**src/rtl/wave_synth.sv**
```systemverilog
// wave_synth: sample-rate waveform generator feeding an 8-bit DAC.
// A 16-bit phase accumulator advances once per sample tick. Its top byte
// selects a square, saw, triangle or DC raw sample, which is then scaled by
// AMPL and offset with saturation in a two-stage registered pipeline.
module wave_synth #(
   parameter int SAMPLE_DIV = 50
) (
   input  logic       clk,
   input  logic       rst,
   input  logic       en_i,
   input  logic       wr_en_i,
   input  logic [2:0] addr_i,
   input  logic [7:0] data_i,
   output logic [7:0] dac_o,
   output logic       dac_valid_o
);

   localparam logic [15:0] DIV_LAST = 16'(SAMPLE_DIV - 1);

   // Register file
   logic        r_ctrl_en;
   logic [1:0]  r_wsel;
   logic [7:0]  r_ftw_stage;
   logic [15:0] r_ftw;
   logic [7:0]  r_ampl;
   logic [7:0]  r_offset;
   logic [7:0]  r_duty;

   // Datapath state
   logic [15:0] r_div;
   logic [15:0] r_phase;
   logic        r_s1_valid;
   logic [7:0]  r_s1_data;
   logic [7:0]  r_dac;
   logic        r_dac_valid;

   logic        w_run;
   logic        w_tick;
   logic [7:0]  w_p;
   logic [7:0]  w_tri;
   logic [7:0]  w_raw;
   logic [8:0]  w_ampl_p1;
   logic [15:0] w_prod;
   logic [7:0]  w_scaled;
   logic [8:0]  w_sum;
   logic [7:0]  w_sat;

   assign w_run  = en_i & r_ctrl_en;
   assign w_tick = w_run & (r_div == DIV_LAST);
   assign w_p    = r_phase[15:8];

   // Triangle folds the upper half of the phase back down
   assign w_tri  = w_p[7] ? ~{w_p[6:0], 1'b0} : {w_p[6:0], 1'b0};

   // Raw sample selection from the current phase
   always_comb begin
      w_raw = 8'h00;
      case (r_wsel)
         2'b00:   w_raw = (w_p < r_duty) ? 8'hFF : 8'h00;
         2'b01:   w_raw = w_p;
         2'b10:   w_raw = w_tri;
         default: w_raw = 8'hFF;
      endcase
   end

   // Scaling by (AMPL+1)/256; the 16-bit product cannot overflow (255*256)
   assign w_ampl_p1 = {1'b0, r_ampl} + 9'd1;
   assign w_prod    = {8'd0, w_raw} * {7'd0, w_ampl_p1};
   assign w_scaled  = 8'(w_prod >> 8);

   // Offset with saturation at full scale
   assign w_sum = {1'b0, r_s1_data} + {1'b0, r_offset};
   assign w_sat = w_sum[8] ? 8'hFF : w_sum[7:0];

   // Register writes; FTW_HI commits the staged low byte atomically
   always_ff @(posedge clk) begin
      if (rst) begin
         r_ctrl_en   <= 1'b0;
         r_wsel      <= 2'b00;
         r_ftw_stage <= 8'h00;
         r_ftw       <= 16'h0100;
         r_ampl      <= 8'hFF;
         r_offset    <= 8'h00;
         r_duty      <= 8'h80;
      end else if (wr_en_i) begin
         case (addr_i)
            3'd0: begin
               r_ctrl_en <= data_i[0];
               r_wsel    <= data_i[2:1];
            end
            3'd1:    r_ftw_stage <= data_i;
            3'd2:    r_ftw       <= {data_i, r_ftw_stage};
            3'd3:    r_ampl      <= data_i;
            3'd4:    r_offset    <= data_i;
            3'd5:    r_duty      <= data_i;
            default: ;
         endcase
      end
   end

   // Sample divider and phase accumulator, both held at zero while stopped
   always_ff @(posedge clk) begin
      if (rst || !w_run) begin
         r_div   <= 16'd0;
         r_phase <= 16'd0;
      end else begin
         r_div <= (r_div == DIV_LAST) ? 16'd0 : r_div + 16'd1;
         if (w_tick) begin
            r_phase <= r_phase + r_ftw;
         end
      end
   end

   // Stage 1: capture the scaled sample on tick
   always_ff @(posedge clk) begin
      if (rst) begin
         r_s1_valid <= 1'b0;
         r_s1_data  <= 8'h00;
      end else begin
         r_s1_valid <= w_tick;
         if (w_tick) begin
            r_s1_data <= w_scaled;
         end
      end
   end

   // Stage 2: offset, saturate and present to the DAC; stopping flushes to 00
   always_ff @(posedge clk) begin
      if (rst || !w_run) begin
         r_dac       <= 8'h00;
         r_dac_valid <= 1'b0;
      end else begin
         r_dac_valid <= r_s1_valid;
         if (r_s1_valid) begin
            r_dac <= w_sat;
         end
      end
   end

   assign dac_o       = r_dac;
   assign dac_valid_o = r_dac_valid;

endmodule

```
**config.mk**
```make
export PLATFORM = sky130hd
export DESIGN_NAME = wave_synth
export DESIGN_NICKNAME = d
export VERILOG_FILES = /design/src/rtl/wave_synth.sv
export SDC_FILE = /design/constraint.sdc
export NUM_CORES = 1
export LEC_CHECK = 0
export CORE_MARGIN = 2
export CORE_UTILIZATION = 55
export DETAILED_ROUTE_END_ITERATION = 7
export PLACE_DENSITY_LB_ADDON = 0.1
export SYNTH_ARGS = -nofsm -noshare
export SYNTH_HDL_FRONTEND = slang
export SYNTH_SLANG_ARGS = --single-unit
```
**constraint.sdc**
```tcl
create_clock -name clk -period 9.4 [get_ports clk]
set_input_delay 1.41 -clock clk [delete_from_list [all_inputs] [get_ports clk]]
set_output_delay 1.41 -clock clk [all_outputs]
set_load 0.03 [all_outputs]
```
==> flow_metrics.py, run 1 <==
metrics = {
    "status": {
        "status": "complete, no violations",
    },
    "routing": {
        "drt_iter0_drc": 431,
        "drc": 0,
        "antenna_left": 0,
        "via_per_inst": 5.45,
        "wirelength_um": 16100,
        "num_vias": 5778,
        "wl_per_cell_um": 15.2,
        "firstDrtPassIters": 5,
    },
    "die": {
        "initial_core_util_pct": 56.1,
        "row_count": 41,
        "die_area_um2": 13700,
        "fp.coreArea_um2": 12600,
        "num_io_pins": 24,
        "die_x_um": 117,
        "die_h_um": 117,
    },
    "cells_and_area": {
        "layout_common_cells": "nand2_1, dfxtp_1, nor2_1, a21oi_1, inv_1",
        "multi_input_area_um2": 4610,
        "fill_cells": 1093,
        "fin_nets": 1006,
        "stdcell_count": 1061,
        "diodes": 0,
        "register_area_um2": 2020,
        "syn_to_final_growth_pct": 8.99,
        "layout_commonest_cell": "nand2_1",
        "drive_gt1_share_pct": 5.29,
        "final_core_util_pct": 61.2,
    },
    "logic_synthesis": {
        "ys_async_sr_fraction_pct": 0,
        "seq_area_frac_synth_pct": 28.7,
        "synthCells": 872,
        "ys.flop_type": "dfxtp_1",
        "synth.avg_cell_area_um2": 8.09,
        "yosysUniqueCellTypes": 57,
        "synth_area_leaders": "dfxtp_1, fa_1, ha_1",
        "yosys_warnings": 0,
        "ys_ff_latch": 101,
        "post-synth-top-area-cell": "dfxtp_1",
        "netlist_area_um2": 7060,
        "synth_edf_count": 0,
        "yosysTopAreaCellShare_pct": 28.7,
        "syn-num-nets": 994,
    },
    "clocking": {
        "h-tree-depth": 3,
        "cts_root_buffer": "clkbuf_16",
        "clockBufferDepth": 2,
        "cts_sinks": 101,
        "cts_made_buffers": 9,
        "worstSkewPairLatency_ps": 350,
        "cts-hold-fix-buffers": 0,
        "cts-resized-gates": 0,
        "cts_tree": "built",
        "cts_setup_buffers": 0,
        "path_clk_slew_ps": 70,
    },
    "placed_design": {
        "dp_hpwl_um": 12500,
        "io_buffers": 23,
        "dp_slack_ps": 2650,
        "gp_congestion": 0.929,
        "dpl.cell_count": 1045,
    },
    "sta": {
        "slew_headroom_pct": 34.8,
        "hold_violations": 0,
        "slew_viol_final": 0,
        "period_needed_ps": 6750,
        "tightest_slew_ps": 974,
        "min_period_over_period_pct": 71.9,
        "worst_slack_ps": 2650,
        "setup_viol": 0,
        "rsz0062_at_grt": "false",
        "clock.fmax_mhz": 148,
        "fin_worst_skew_ps": 7.86,
        "fin_setup_tns_ps": 0,
    },
    "pwr": {
        "pwr-share-clk_pct": 19.6,
        "ir_drop_v": 0.000159,
        "switching_share_pct": 40.6,
        "internal-power_uw": 1030,
        "seqPwrFrac_pct": 25.2,
        "p_leak_uw": 0.00329,
        "finalPower_uw": 1730,
        "power_density_nw_per_um2": 225,
        "p_switching_uw": 704,
        "combPwrFrac_pct": 55.2,
    },
    "grt": {
        "antenna_found_initial": 0,
        "grt_pass1_vias": 5627,
        "grt.total_usage_pct": 24.8,
        "grt_max_degree": 48,
        "grt-ovfl-total": 0,
        "grt_pass1_wl_um": 26500,
    },
    "worst_hold_path": {
        "hp-class": "reg -> reg",
    },
    "flow_run": {
        "drv_cap": 0,
    },
    "worst_setup_path": {
        "cp_max_fo": 13,
        "setup.worst_path.end_class": "flip-flop",
        "required_ps": 9640,
        "crit_arrival_ps": 6990,
        "worstSetupPathType": "reg -> reg",
        "startpoint_type": "flip-flop",
    },
}
-- synth_stat cells, types with 2 or more instances --
cell,n
nand2_1,125
dfxtp_1,101
nor2_1,96
a21oi_1,89
inv_1,85
ha_1,65
fa_1,42
nand3_1,30
xnor2_1,28
xor2_1,25
o21ai_0,24
clkbuf_1,19
or2_2,19
o21ai_1,14
nor3_1,13
nor2b_1,11
o21a_1,10
nand2b_1,8
a21o_1,6
nand4_1,5
and2_1,4
and3_1,3
and4_1,3
mux2i_1,3
o211ai_1,3
o31ai_1,3
a211oi_2,2
buf_1,2
buf_2,2
nor4_1,2
o221a_2,2
or3_1,2
or4_1,2
-- power groups by stage --
stage / Clock, uW / Sequential (uW) / Combinational (uW)
6_report: 340 / 437 / 956
5_1_grt: 366 / 437 / 1100
4_1_cts: 347 / 437 / 959
3_5_place_dp: 0 / 446 / 946
3_3_place_gp: 0 / 446 / 916
2_1_floorplan: 0 / 444 / 737
-- area by class of cell --
class | count | share of cell area, %
inverter | 86 | 4.20
timing repair buffer | 25 | 3.19
clock inverter | 5 | 0.488
clock buffer | 11 | 3.03
multi-input combinational | 661 | 60.0
tap | 172 | 2.80
sequential | 101 | 26.3
-- stage by stage --
stage / cell area [um2] / hold slack, ps
floorplan: 7060 / 432
global placement: 7420 / 442
detailed placement: 7420 / 448
CTS: 7690 / 453
global route: 7690 / 476
finish: 7690 / 454
-- path summary, 6_finish.rpt --
| path | start | endpoint | slack, ps | cells after the start |
|---|---|---|---|---|
| min | r_duty[0] | r_duty[0] | 450 | 2 |
| min reg2reg | r_duty[0] | r_duty[0] | 450 | 2 |
| max reg2reg | r_phase[15] | r_s1_data[7] | 2650 | 21 |
| max | r_phase[15] | r_s1_data[7] | 2650 | 21 |
-- flip-flops by register name, summed over array words and instances (netlist names) --
name	cells
r_div	16
r_ftw	16
r_phase	16
dac_o	8
r_ampl	8
r_duty	8
r_ftw_stage	8
r_offset	8
r_s1_data	8
r_wsel	2
dac_valid_o	1
r_ctrl_en	1
r_s1_valid	1
-- cells by family after synthesis --
logic type | Yosys count | share of synthesized area (%)
muxes | 3 | 0.426
buffers and inverters | 110 | 5.94
DFF | 101 | 28.7
AOI/OAI and AO/OA | 170 | 14.3
and+or+nand+nor | 328 | 20.7
xor gates and xnor gates | 53 | 6.58
adders and majority gates | 107 | 23.4
-- layer usage --
layer  up-vias  track usage, %  share of wire (%)
met3        39            3.86                3.5
met4         0            12.2                3.8
li1       2908               -                  -
met2       116            41.9                 50
met5         -               0                  0
met1      2715            30.9                 43
-- critical path, stage by stage, from the launching register on --
cell and delay, ps:
dfxtp_1 620, ha_1 360, a2111oi_0 400, o211ai_1 440
o21a_1 340, or2_2 340, fa_1 530, inv_1 50
fa_1 490, fa_1 570, inv_1 60, fa_1 540
inv_1 40, ha_1 330, a21o_1 170, a21o_1 180
a22oi_1 220, o211ai_1 160, a31o_1 280, a21oi_1 190
xnor2_1 100, a32o_1 210
Note: power is estimated with default switching activity, not from simulation.
==> inputs of run 2 (changes only) <==
clock period = 6.78 ns   (was 9.4 ns; I/O delays follow)
==> run 2 against run 1 <==
Clock skew rose by 1.4 ps. Critical path depth rose by 1. Core utilization rose by 0.55 points. Maximum frequency rose by 4.9%. Sequential cell count did not move. Final area rose by 0.89%. Sequential share of layout area fell by 0.23 points. Combinational power rose by 39%. Wire length rose by 1.0%. Critical endpoint unchanged.
==> flow_metrics.py, run 2 (synthesized netlist as in run 1, its figures left out) <==
metrics = {
    "die": {
        "initial_core_util_pct": 56.1,
        "die_x_um": 117,
        "num_io_pins": 24,
        "fp.coreArea_um2": 12600,
        "die_h_um": 117,
        "row_count": 41,
        "die_area_um2": 13700,
    },
    "cells_and_area": {
        "multi_input_area_um2": 4610,
        "register_area_um2": 2020,
        "drive_gt1_share_pct": 5.83,
        "stdcell_count": 1064,
        "reg_top3": "r_div: 16 flops, r_ftw: 16 flops, r_phase: 16 flops",
        "fill_cells": 1135,
        "final_area_um2": 7760,
        "syn_to_final_growth_pct": 9.97,
        "layout_common_cells": "nand2_1, dfxtp_1, nor2_1, a21oi_1, inv_1",
        "fin_nets": 1009,
        "layout_commonest_cell": "nand2_1",
        "diodes": 0,
    },
    "routing": {
        "antenna_left": 0,
        "wl_per_cell_um": 15.3,
        "drt_iter0_drc": 352,
        "num_vias": 5786,
        "via_per_inst": 5.44,
        "drc": 0,
        "firstDrtPassIters": 5,
        "wirelength_um": 16300,
    },
    "placed_design": {
        "dpl-instance-area_um2": 7440,
        "gp_congestion": 0.995,
        "dp_hpwl_um": 12600,
        "dpl.cell_count": 1048,
        "io_buffers": 23,
    },
    "clocking": {
        "h-tree-depth": 3,
        "clockBufferDepth": 2,
        "cts_setup_buffers": 0,
        "cts-resized-gates": 0,
        "cts-hold-fix-buffers": 0,
        "cts_root_buffer": "clkbuf_16",
        "cts_sinks": 101,
        "cts_made_buffers": 9,
        "path_clk_slew_ps": 70,
        "cts_tree": "built",
        "worstSkewPairLatency_ps": 350,
    },
    "sta": {
        "setup_viol": 0,
        "slew_headroom_pct": 26.2,
        "fin_setup_tns_ps": 0,
        "min_period_over_period_pct": 95.0,
        "fin_worst_skew_ps": 9.30,
        "clock.fmax_mhz": 155,
        "tightest_slew_ps": 1100,
        "slew_viol_final": 0,
        "rsz0062_at_grt": "false",
        "hold_violations": 0,
        "period_needed_ps": 6440,
        "holdWs_ps": 461,
    },
    "worst_setup_path": {
        "startpoint_type": "flip-flop",
        "worstSetupPathType": "reg -> reg",
        "required_ps": 7010,
        "cp_max_fo": 11,
        "slowest_delay_ps": 580,
        "cp_slowest_cell": "fa_1",
        "critPathBufInv": 4,
        "critPathTopFamily": "adder cells",
        "crit_arrival_ps": 6670,
        "setup.worst_path.end_class": "flip-flop",
        "path_cells": "inv_1, ha_1, a2111oi_0, o211ai_1, o21a_1, or2_2, fa_1, inv_1, fa_1, fa_1, inv_1, fa_1, inv_1, ha_1, a21o_1, a21o_1, a22oi_1, o211ai_1, a31o_1, a21oi_1, xnor2_1, a32o_1",
    },
    "status": {
        "status": "complete, no violations",
    },
    "grt": {
        "grt_pass1_wl_um": 26600,
        "grt.total_usage_pct": 24.9,
        "antenna_found_initial": 0,
        "grt_max_degree": 48,
        "grt-ovfl-total": 0,
        "grt_pass1_vias": 5595,
    },
    "pwr": {
        "power_density_nw_per_um2": 318,
        "finalPower_uw": 2470,
        "ir_drop_v": 0.000190,
        "p_leak_uw": 0.00334,
    },
    "worst_hold_path": {
        "hp-class": "reg -> reg",
    },
    "flow_run": {
        "drv_cap": 0,
    },
}
-- run 2: changes by cell type in the layout (fill, tap and decap cells not counted), moves of 2 or more --
cell      change
clkbuf_1      -2
clkinv_4      -2
clkbuf_8      +2
inv_6         +3
buf_4         +3
-- run 2: worst paths after layout --
kind | startpoint | end | slack [ps] | cells after the start
max | r_duty[7] | r_s1_data[7] | 340 | 22
min | r_s1_data[5] | r_s1_data[5] | 460 | 2
max reg2reg | r_duty[7] | r_s1_data[7] | 340 | 22
min reg2reg | r_s1_data[5] | r_s1_data[5] | 460 | 2
-- run 2: metal layers --
metal,track usage (%),vias to the layer above,share of wire (%)
met1,30.3,2733,43
met3,4.12,38,2.8
met4,9.57,0,3.1
li1,-,2908,-
met5,0,-,0
met2,44.1,107,51
-- run 2: layout make-up --
class | instances | area share, %
clock buffers | 11 | 3.26
clock inverters | 5 | 0.822
inverters | 86 | 4.16
multi-input cells | 661 | 59.5
flip-flops and latches | 101 | 26.1
well taps | 172 | 2.77
repair buffers | 28 | 3.45
-- run 2: stage by stage --
stage               utilization (%)  setup slack [ps]
finish                         61.7               341
global placement               59.2               570
detailed placement             59.2               391
floorplan                         -              1030
global route                   61.7              6.79
CTS                            61.7               358
-- run 2: worst min-delay path, stage by stage, from the launching register on --
cell and delay [ps]:
dfxtp_1 320, nand2_1 50, a21oi_1 50
-- run 2: where the power goes --
group | switching (uW) | internal, uW
registers | 6.14 | 599
logic | 752 | 575
clock network | 227 | 310
